<file path="src/rtl/bus_arbiter_16_pkg.sv">
// Shared constants and state encoding for the 16-way round-robin bus arbiter.
package arb_pkg;
    localparam int NUM_REQ = 16;
    localparam int SEL_W   = 4;

    typedef enum logic {
        ST_IDLE  = 1'b0,
        ST_GRANT = 1'b1
    } state_t;
endpackage

</file>
<file path="src/rtl/bus_arbiter_16_rr_pick16.sv">
// Rotated priority encoder: first asserted request at or after i_ptr, wrapping mod 16.
module rr_pick16
    import arb_pkg::*;
(
    input  logic [NUM_REQ-1:0] i_req,
    input  logic [SEL_W-1:0]   i_ptr,
    output logic               o_any,
    output logic [SEL_W-1:0]   o_idx
);

    logic [SEL_W-1:0] w_cand;

    // Scan from the far end back toward i_ptr so the nearest hit is the last write.
    always_comb begin
        o_any  = 1'b0;
        o_idx  = i_ptr;
        w_cand = i_ptr;
        for (int k = NUM_REQ - 1; k >= 0; k--) begin
            w_cand = i_ptr + SEL_W'(k);
            if (i_req[w_cand]) begin
                o_any = 1'b1;
                o_idx = w_cand;
            end
        end
    end

endmodule

</file>
<file path="src/rtl/bus_arbiter_16.sv">
// Round-robin owner of the shared 16-bit result bus; drives the mux select,
// one-hot grants and a bus-valid qualifier, with bursts capped at BURST_MAX words.
module bus_arbiter_16
    import arb_pkg::*;
#(
    parameter int BURST_MAX = 4
) (
    input  logic               i_clk,
    input  logic               i_rst,
    input  logic [NUM_REQ-1:0] i_req,
    input  logic               i_ack,
    output logic [NUM_REQ-1:0] o_gnt,
    output logic               o_sel3,
    output logic               o_sel2,
    output logic               o_sel1,
    output logic               o_sel0,
    output logic               o_bus_valid
);

    state_t             r_state, w_state_nxt;
    logic [SEL_W-1:0]   r_owner, w_owner_nxt;
    logic [SEL_W-1:0]   r_ptr, w_ptr_nxt;
    logic [3:0]         r_count, w_count_nxt;
    logic [NUM_REQ-1:0] r_gnt, w_gnt_nxt;

    logic               w_bus_valid, w_xfer, w_last_word, w_release, w_any;
    logic [SEL_W-1:0]   w_pick_ptr, w_idx;
    logic [NUM_REQ-1:0] w_gnt_dec;

    assign w_bus_valid = (r_state == ST_GRANT) && i_req[r_owner];
    assign w_xfer      = w_bus_valid && i_ack;
    assign w_last_word = (r_count == 4'(BURST_MAX - 1));
    assign w_release   = (r_state == ST_GRANT) && (!i_req[r_owner] || (w_xfer && w_last_word));

    // On release the search already starts past the outgoing owner, so handover has no bubble.
    assign w_pick_ptr  = w_release ? (r_owner + 4'd1) : r_ptr;
    assign w_gnt_dec   = {{(NUM_REQ-1){1'b0}}, 1'b1} << w_idx;

    rr_pick16 u_pick (
        .i_req (i_req),
        .i_ptr (w_pick_ptr),
        .o_any (w_any),
        .o_idx (w_idx)
    );

    always_comb begin
        w_state_nxt = r_state;
        w_owner_nxt = r_owner;
        w_ptr_nxt   = r_ptr;
        w_count_nxt = r_count;
        w_gnt_nxt   = r_gnt;
        case (r_state)
            ST_IDLE: begin
                if (w_any) begin
                    w_state_nxt = ST_GRANT;
                    w_owner_nxt = w_idx;
                    w_count_nxt = 4'd0;
                    w_gnt_nxt   = w_gnt_dec;
                end
            end
            ST_GRANT: begin
                if (w_release) begin
                    w_ptr_nxt   = w_pick_ptr;
                    w_count_nxt = 4'd0;
                    if (w_any) begin
                        w_owner_nxt = w_idx;
                        w_gnt_nxt   = w_gnt_dec;
                    end else begin
                        // Owner index is kept so the mux select holds in idle.
                        w_state_nxt = ST_IDLE;
                        w_gnt_nxt   = '0;
                    end
                end else if (w_xfer) begin
                    w_count_nxt = r_count + 4'd1;
                end
            end
            default: begin
                w_state_nxt = ST_IDLE;
                w_gnt_nxt   = '0;
            end
        endcase
    end

    always_ff @(posedge i_clk) begin
        if (i_rst) begin
            r_state <= ST_IDLE;
            r_owner <= '0;
            r_ptr   <= '0;
            r_count <= '0;
            r_gnt   <= '0;
        end else begin
            r_state <= w_state_nxt;
            r_owner <= w_owner_nxt;
            r_ptr   <= w_ptr_nxt;
            r_count <= w_count_nxt;
            r_gnt   <= w_gnt_nxt;
        end
    end

    assign o_gnt       = r_gnt;
    assign o_sel3      = r_owner[3];
    assign o_sel2      = r_owner[2];
    assign o_sel1      = r_owner[1];
    assign o_sel0      = r_owner[0];
    assign o_bus_valid = w_bus_valid;

endmodule

</file>
<file path="config.mk">
export PLATFORM = sky130hd
export DESIGN_NAME = bus_arbiter_16
export DESIGN_NICKNAME = d
export VERILOG_FILES = /design/src/rtl/bus_arbiter_16_pkg.sv /design/src/rtl/bus_arbiter_16_rr_pick16.sv /design/src/rtl/bus_arbiter_16.sv
export SDC_FILE = /design/constraint.sdc
export NUM_CORES = 1
export LEC_CHECK = 0
export CORE_MARGIN = 5
export CORE_UTILIZATION = 28
export DETAILED_ROUTE_END_ITERATION = 7
export DONT_BUFFER_PORTS = 1
export PLACE_DENSITY = 0.46
export REMOVE_ABC_BUFFERS = 1
export SYNTH_ARGS = -nofsm -noshare
export SYNTH_HDL_FRONTEND = slang
export SYNTH_SLANG_ARGS = --single-unit
</file>
<file path="constraint.sdc">
create_clock -name i_clk -period 12.9 [get_ports i_clk]
set_input_delay 1.29 -clock i_clk [delete_from_list [all_inputs] [get_ports i_clk]]
set_output_delay 1.29 -clock i_clk [all_outputs]
set_load 0.05 [all_outputs]
</file>
==> flow_metrics.py, run 1 <==
metrics = {
    "finish": {
        "area_growth_pct": 6.47,
        "n_fill_cell": 1780,
        "final_layout_size_suffix_gt1_share_pct": 13.9,
        "layout.nets": 624,
        "insertedDiodeCount": 0,
    },
    "clock_tree": {
        "cts-root-buf": "clkbuf_16",
        "postCtsResizedCells": 0,
        "cts_hold_buf": 0,
        "htreeDepth": 2,
        "clock-sinks": 29,
        "worstSkewPairLatency_ps": 270,
        "clkTransAtPathRegs_ps": 50,
        "cts_buffers": 5,
        "tritoncts": "built",
        "cts_setup_buffers": 0,
        "clock_path_buffers": 2,
    },
    "critical_path": {
        "ff2ff_path_depth": 20,
        "worstSetupPathType": "primary input to flop",
        "cp-start-kind": "primary input",
        "rrSetupSlack_ps": 5580,
        "cp-end-kind": "flop",
        "path_max_fanout": 37,
        "crit_arrival_ps": 7550,
        "regToRegStartpoint": "r_owner[1]$_SDFFE_PP0P_",
        "r2r_end": "o_gnt[1]$_SDFFE_PP0P_",
        "crit_required_ps": 13060,
    },
    "timing": {
        "max_freq_mhz": 135,
        "worstMarginPinSlew_ps": 1200,
        "fin_tns_setup_ps": 0,
        "setup_viol": 0,
        "slew_headroom_pct": 19.6,
        "slew_violations": 0,
        "fin_hold_ws_ps": 488,
        "hold_viol_final": 0,
        "rsz0062_at_grt": "false",
        "fin_skew_ps": 4.17,
        "fin_crit_sh_pct": 57.3,
        "min_period_ps": 7390,
    },
    "floorplanning": {
        "fp.dieW_um": 141,
        "rows": 47,
        "ios": 40,
        "start_util_pct": 28.7,
        "die_y_um": 141,
        "core_um2": 16600,
        "die-area_um2": 19800,
    },
    "placement": {
        "dp_hpwl_um": 13300,
        "gp_congestion": 0.880,
        "portBuffers": 0,
    },
    "synthesis": {
        "synth_edf_count": 0,
        "ys_seq_elements": 29,
        "synth_cell_types": 86,
        "syn_inst": 634,
        "synthesis.area_um2": 4780,
        "synthFlopType": "dfxtp_1",
        "seq_area_frac_synth_pct": 12.1,
        "avgSynthCellArea_um2": 7.54,
        "async_reset_ff_share_pct": 0,
        "synth_warnings": 0,
    },
    "flow_run": {
        "drv_cap": 0,
    },
    "global_routing": {
        "grtUsageTotal_pct": 17.5,
        "grt_pass1_vias": 4741,
        "antenna_found_initial": 0,
        "grt_pass1_wl_um": 28200,
        "grt_max_degree": 38,
        "overflow": 0,
    },
    "run_status": {
        "status": "finished, final reports clean",
    },
    "route": {
        "drt_iter0_drc": 573,
        "vias_per_cell": 6.08,
        "avgRoutedWirePerCell_um": 21.8,
        "ant_nets": 0,
        "vias": 4969,
        "dr.pass1.iters": 5,
        "drt-total-wl_um": 17800,
        "route.detailed.drc": 0,
    },
    "min_path": {
        "hold_path_class": "flop to flop",
        "worst_hold_startpoint": "r_count[3]$_SDFFE_PP0P_",
        "hold_depth": 2,
        "min_to": "r_count[3]$_SDFFE_PP0P_",
    },
}
==> layout by cell type, fill, tap and decap left out, drive strengths merged, types with 11 or more instances in the layout <==
cell type,instances
buf,12
nor4,11
o211ai,12
dfxtp,29
a211oi,17
nor3,47
inv,13
mux4,17
mux2,16
a21oi,32
nor2,46
xnor2,14
nand2,85
o21ai,25
mux2i,59
==> routing by layer <==
layer / GRT usage, % / share of wire, % / routed length [µm] / up-vias
met1: 24.5 / 45 / 8060 / 2441
li1: - / - / - / 2312
met3: 2.88 / 7.4 / 1330 / 26
met5: 0 / 0 / 0 / -
met2: 28.4 / 46 / 8150 / 190
met4: 3.77 / 1.5 / 275 / 0
==> layout make-up <==
type / instances / area [µm²] / share of cell area (%)
repair buffers: 12 / 90.1 / 1.77
clock inverters: 3 / 65.1 / 1.28
flip-flops and latches: 29 / 581 / 11.4
clock buffers: 5 / 125 / 2.46
multi-input cells: 534 / 3900 / 76.6
well taps: 220 / 275 / 5.41
inverters: 14 / 52.6 / 1.03
==> worst max path at each step <==
stage	endpoint	slack, ps	from	depth (start not counted)
global route	o_gnt[1]$_SDFFE_PP0P_	5120	i_req[7]	20
floorplan	o_gnt[0]$_SDFFE_PP0P_	4560	i_req[3]	14
finish	o_gnt[1]$_SDFFE_PP0P_	5510	i_req[7]	20
CTS	o_gnt[1]$_SDFFE_PP0P_	5600	i_req[7]	20
global placement	o_gnt[1]$_SDFFE_PP0P_	5400	i_req[7]	20
detailed placement	o_gnt[1]$_SDFFE_PP0P_	5310	i_req[7]	20
==> metrics by stage <==
stage / util (%) / instances / instance area (µm²) / setup WS (ps)
floorplan: - / 577 / 4520 / 4560
global placement: 29.4 / 809 / 4900 / 5400
detailed placement: 29.4 / 809 / 4900 / 5310
CTS: 30.6 / 817 / 5090 / 5600
global route: 30.6 / 817 / 5090 / 5120
finish: 30.6 / 817 / 5090 / 5510
==> cells by family after synthesis <==
family | Yosys count | synth area share (%)
fa+ha+maj | 9 | 2.36
buf+inv | 71 | 6.62
simple gates | 254 | 26.2
compound gates | 163 | 24.6
flops | 29 | 12.1
mux | 92 | 24.4
xor+xnor | 16 | 3.64
==> synthesized netlist by cell type, types with 7 or more instances <==
cell      instances  area [µm²]
clkbuf_1         34         128
nor3_1           46         230
mux2_2           16         180
mux2i_1          58         581
nor2_1           44         165
o211ai_1         12        90.1
inv_1            10        37.5
a21oi_1          32         160
xnor2_1          11        96.3
or3_1             8        50.1
o22ai_1           8        50.1
nor4_1           10        62.6
nand4_1           7        43.8
ha_1              9         113
nand2_1          85         319
nand3_1           9        45.0
a22o_1            8        70.1
a22oi_1           9        67.6
buf_2            13        65.1
mux4_2           17         383
nor2b_1           9        56.3
o21ai_1           9        45.0
dfxtp_1          29         581
o21ai_0          16        80.1
a211oi_1         14         105
==> worst max-delay path, stage by stage <==
cell	delay (ps)
mux4_2	510
nand2b_1	210
a31o_1	270
o211a_1	200
buf_4	260
inv_2	540
ha_1	250
buf_4	370
inv_2	340
nor3_1	250
o211ai_1	130
nand2_1	120
nor3_1	60
o21ai_0	720
nand2_1	360
or4_1	610
a2111oi_2	460
a211oi_2	150
and2_4	200
a22o_1	170
==> state kept, by name, indices dropped and copies added, names as in the netlist <==
name / flops
o_gnt: 16
r_ptr: 4
r_state: 1
r_count: 4
r_owner: 4
Power of run 1 is left out: the tool's default activity adds up to more than one toggle a clock period on the data nets, which glitch-free logic cannot reach.
==> inputs of run 2 (changes only) <==
==> constraint.sdc (replaced) <==
create_clock -name i_clk -period 7.4 [get_ports i_clk]
set_input_delay 0.74 -clock i_clk [delete_from_list [all_inputs] [get_ports i_clk]]
set_output_delay 0.74 -clock i_clk [all_outputs]
set_load 0.05 [all_outputs]
==> flow_metrics.py, run 2 (synthesis gave the netlist of run 1 again) <==
metrics = {
    "clock_tree": {
        "clkTransAtPathRegs_ps": 50,
        "cts-root-buf": "clkbuf_16",
        "cts_hold_buf": 0,
        "postCtsResizedCells": 0,
        "clock-sinks": 29,
        "worstSkewPairLatency_ps": 270,
        "tritoncts": "built",
        "cts_buffers": 5,
        "clock_path_buffers": 2,
        "cts_setup_buffers": 0,
        "htreeDepth": 2,
    },
    "timing": {
        "rsz0062_at_grt": "false",
        "fin_crit_sh_pct": 87.6,
        "worstMarginPinSlew_ps": 836,
        "max_freq_mhz": 154,
        "slew_violations": 0,
        "fin_skew_ps": 7.36,
        "finalWorstSetupSlack_ps": 914,
        "slew_headroom_pct": 42.8,
        "hold_viol_final": 0,
        "min_period_ps": 6490,
        "setup_viol": 0,
    },
    "global_routing": {
        "antenna_found_initial": 0,
        "grtUsageTotal_pct": 17.5,
        "overflow": 0,
        "grt_max_degree": 37,
        "grt_pass1_vias": 4590,
        "grt_pass1_wl_um": 27800,
    },
    "placement": {
        "gp_congestion": 0.955,
        "portBuffers": 0,
        "dp_hpwl_um": 13500,
        "placed_area_um2": 4950,
        "dp.cells": 816,
        "pre_cts_ws_ps": 1080,
    },
    "route": {
        "avgRoutedWirePerCell_um": 22.0,
        "drt_iter0_drc": 544,
        "vias": 5031,
        "route.detailed.drc": 0,
        "dr.pass1.iters": 6,
        "ant_nets": 0,
        "drt-total-wl_um": 18100,
        "vias_per_cell": 6.11,
    },
    "floorplanning": {
        "rows": 47,
        "die-area_um2": 19800,
        "die_y_um": 141,
        "start_util_pct": 28.7,
        "ios": 40,
        "fp.dieW_um": 141,
        "core_um2": 16600,
    },
    "finish": {
        "seq_area_um2": 581,
        "final_layout_size_suffix_gt1_share_pct": 14.9,
        "design_area_um2": 5090,
        "final_core_util_pct": 30.6,
        "fin_cells": 824,
        "largest_reg_flops": 16,
        "layout_common_cells": "85 x nand2_1, 58 x mux2i_1, 46 x nor3_1, 44 x nor2_1, 32 x a21oi_1",
        "final_common_cell": "nand2_1",
        "n_fill_cell": 1760,
        "area_growth_pct": 6.57,
        "multi_input_area_um2": 3900,
        "layout.nets": 631,
        "insertedDiodeCount": 0,
    },
    "critical_path": {
        "cp-start-kind": "flop",
        "ff2ff_path_depth": 17,
        "max_stage_delay_ps": 660,
        "path_max_fanout": 21,
        "regToRegStartpoint": "r_owner[0]$_SDFFE_PP0P_",
        "rrSetupSlack_ps": 910,
        "cp_cell_sequence": "mux4_2 -> o21ai_1 -> nor4_1 -> a311oi_4 -> ha_1 -> clkinv_1 -> nor3_1 -> o211ai_1 -> nand2_1 -> nor3_1 -> o21ai_0 -> nand2_1 -> or4_1 -> a2111oi_2 -> a211oi_2 -> and2_4 -> a22o_1",
        "crit_slowest_cell": "dfxtp_1",
        "worstSetupPathType": "flop to flop",
        "cp_num_buf_inv": 1,
        "crit_required_ps": 7560,
        "crit_arrival_ps": 6650,
        "cp-end-kind": "flop",
        "crit_family": "compound AO/OA/AOI/OAI gates",
        "r2r_end": "o_gnt[3]$_SDFFE_PP0P_",
    },
    "run_status": {
        "status": "finished, final reports clean",
    },
    "min_path": {
        "hold_path_class": "flop to flop",
        "hold_depth": 2,
        "min_to": "r_count[3]$_SDFFE_PP0P_",
        "worst_hold_startpoint": "r_count[3]$_SDFFE_PP0P_",
    },
    "flow_run": {
        "drv_cap": 0,
    },
}
run 2: cell types whose count changed in the layout (fill, tap and decap cells not counted), sizes merged:
cell      delta
buf          +7
clkinvlp     +1
clkinv       +1
bufinv       -2
run 2: final cells by class:
cell class | count | area share [%]
multi-input cells | 534 | 76.6
flip-flops and latches | 29 | 11.4
well taps | 220 | 5.40
repair buffers | 19 | 2.80
clock buffers | 5 | 2.46
inverters | 14 | 1.03
clock inverters | 3 | 0.344
run 2: worst register-to-register path, cell delays in order, from the launching register on:
cell and delay [ps]:
dfxtp_1 660, mux4_2 640, o21ai_1 230, nor4_1 110, a311oi_4 660, ha_1 250, clkinv_1 530, nor3_1 380
o211ai_1 130, nand2_1 120, nor3_1 60, o21ai_0 650, nand2_1 360, or4_1 630, a2111oi_2 450, a211oi_2 140
and2_4 200, a22o_1 170
run 2: worst max-delay path by stage:
stage	from	end	cells after the start
global placement	r_owner[1]$_SDFFE_PP0P_	o_gnt[5]$_SDFFE_PP0P_	20
finish	r_owner[0]$_SDFFE_PP0P_	o_gnt[3]$_SDFFE_PP0P_	17
CTS	r_owner[0]$_SDFFE_PP0P_	o_gnt[3]$_SDFFE_PP0P_	15
global route	r_owner[0]$_SDFFE_PP0P_	o_gnt[3]$_SDFFE_PP0P_	17
detailed placement	i_req[3]	o_gnt[7]$_SDFFE_PP0P_	15
floorplan	r_owner[0]$_SDFFE_PP0P_	o_gnt[0]$_SDFFE_PP0P_	14
run 2: routing by layer:
metal	vias up	track usage (%)	part of all wire, %
met2	264	28.2	46
met4	0	3.37	1.5
met3	27	3.22	8.7
met1	2409	24.5	44
met5	-	0	0
li1	2331	-	-
run 2: stage by stage:
stage	setup TNS [ps]	hold WS, ps
floorplan	-11410	457
global placement	0	472
detailed placement	0	482
CTS	0	494
global route	0	518
finish	0	492
Power of run 2 is left out for the same reason.
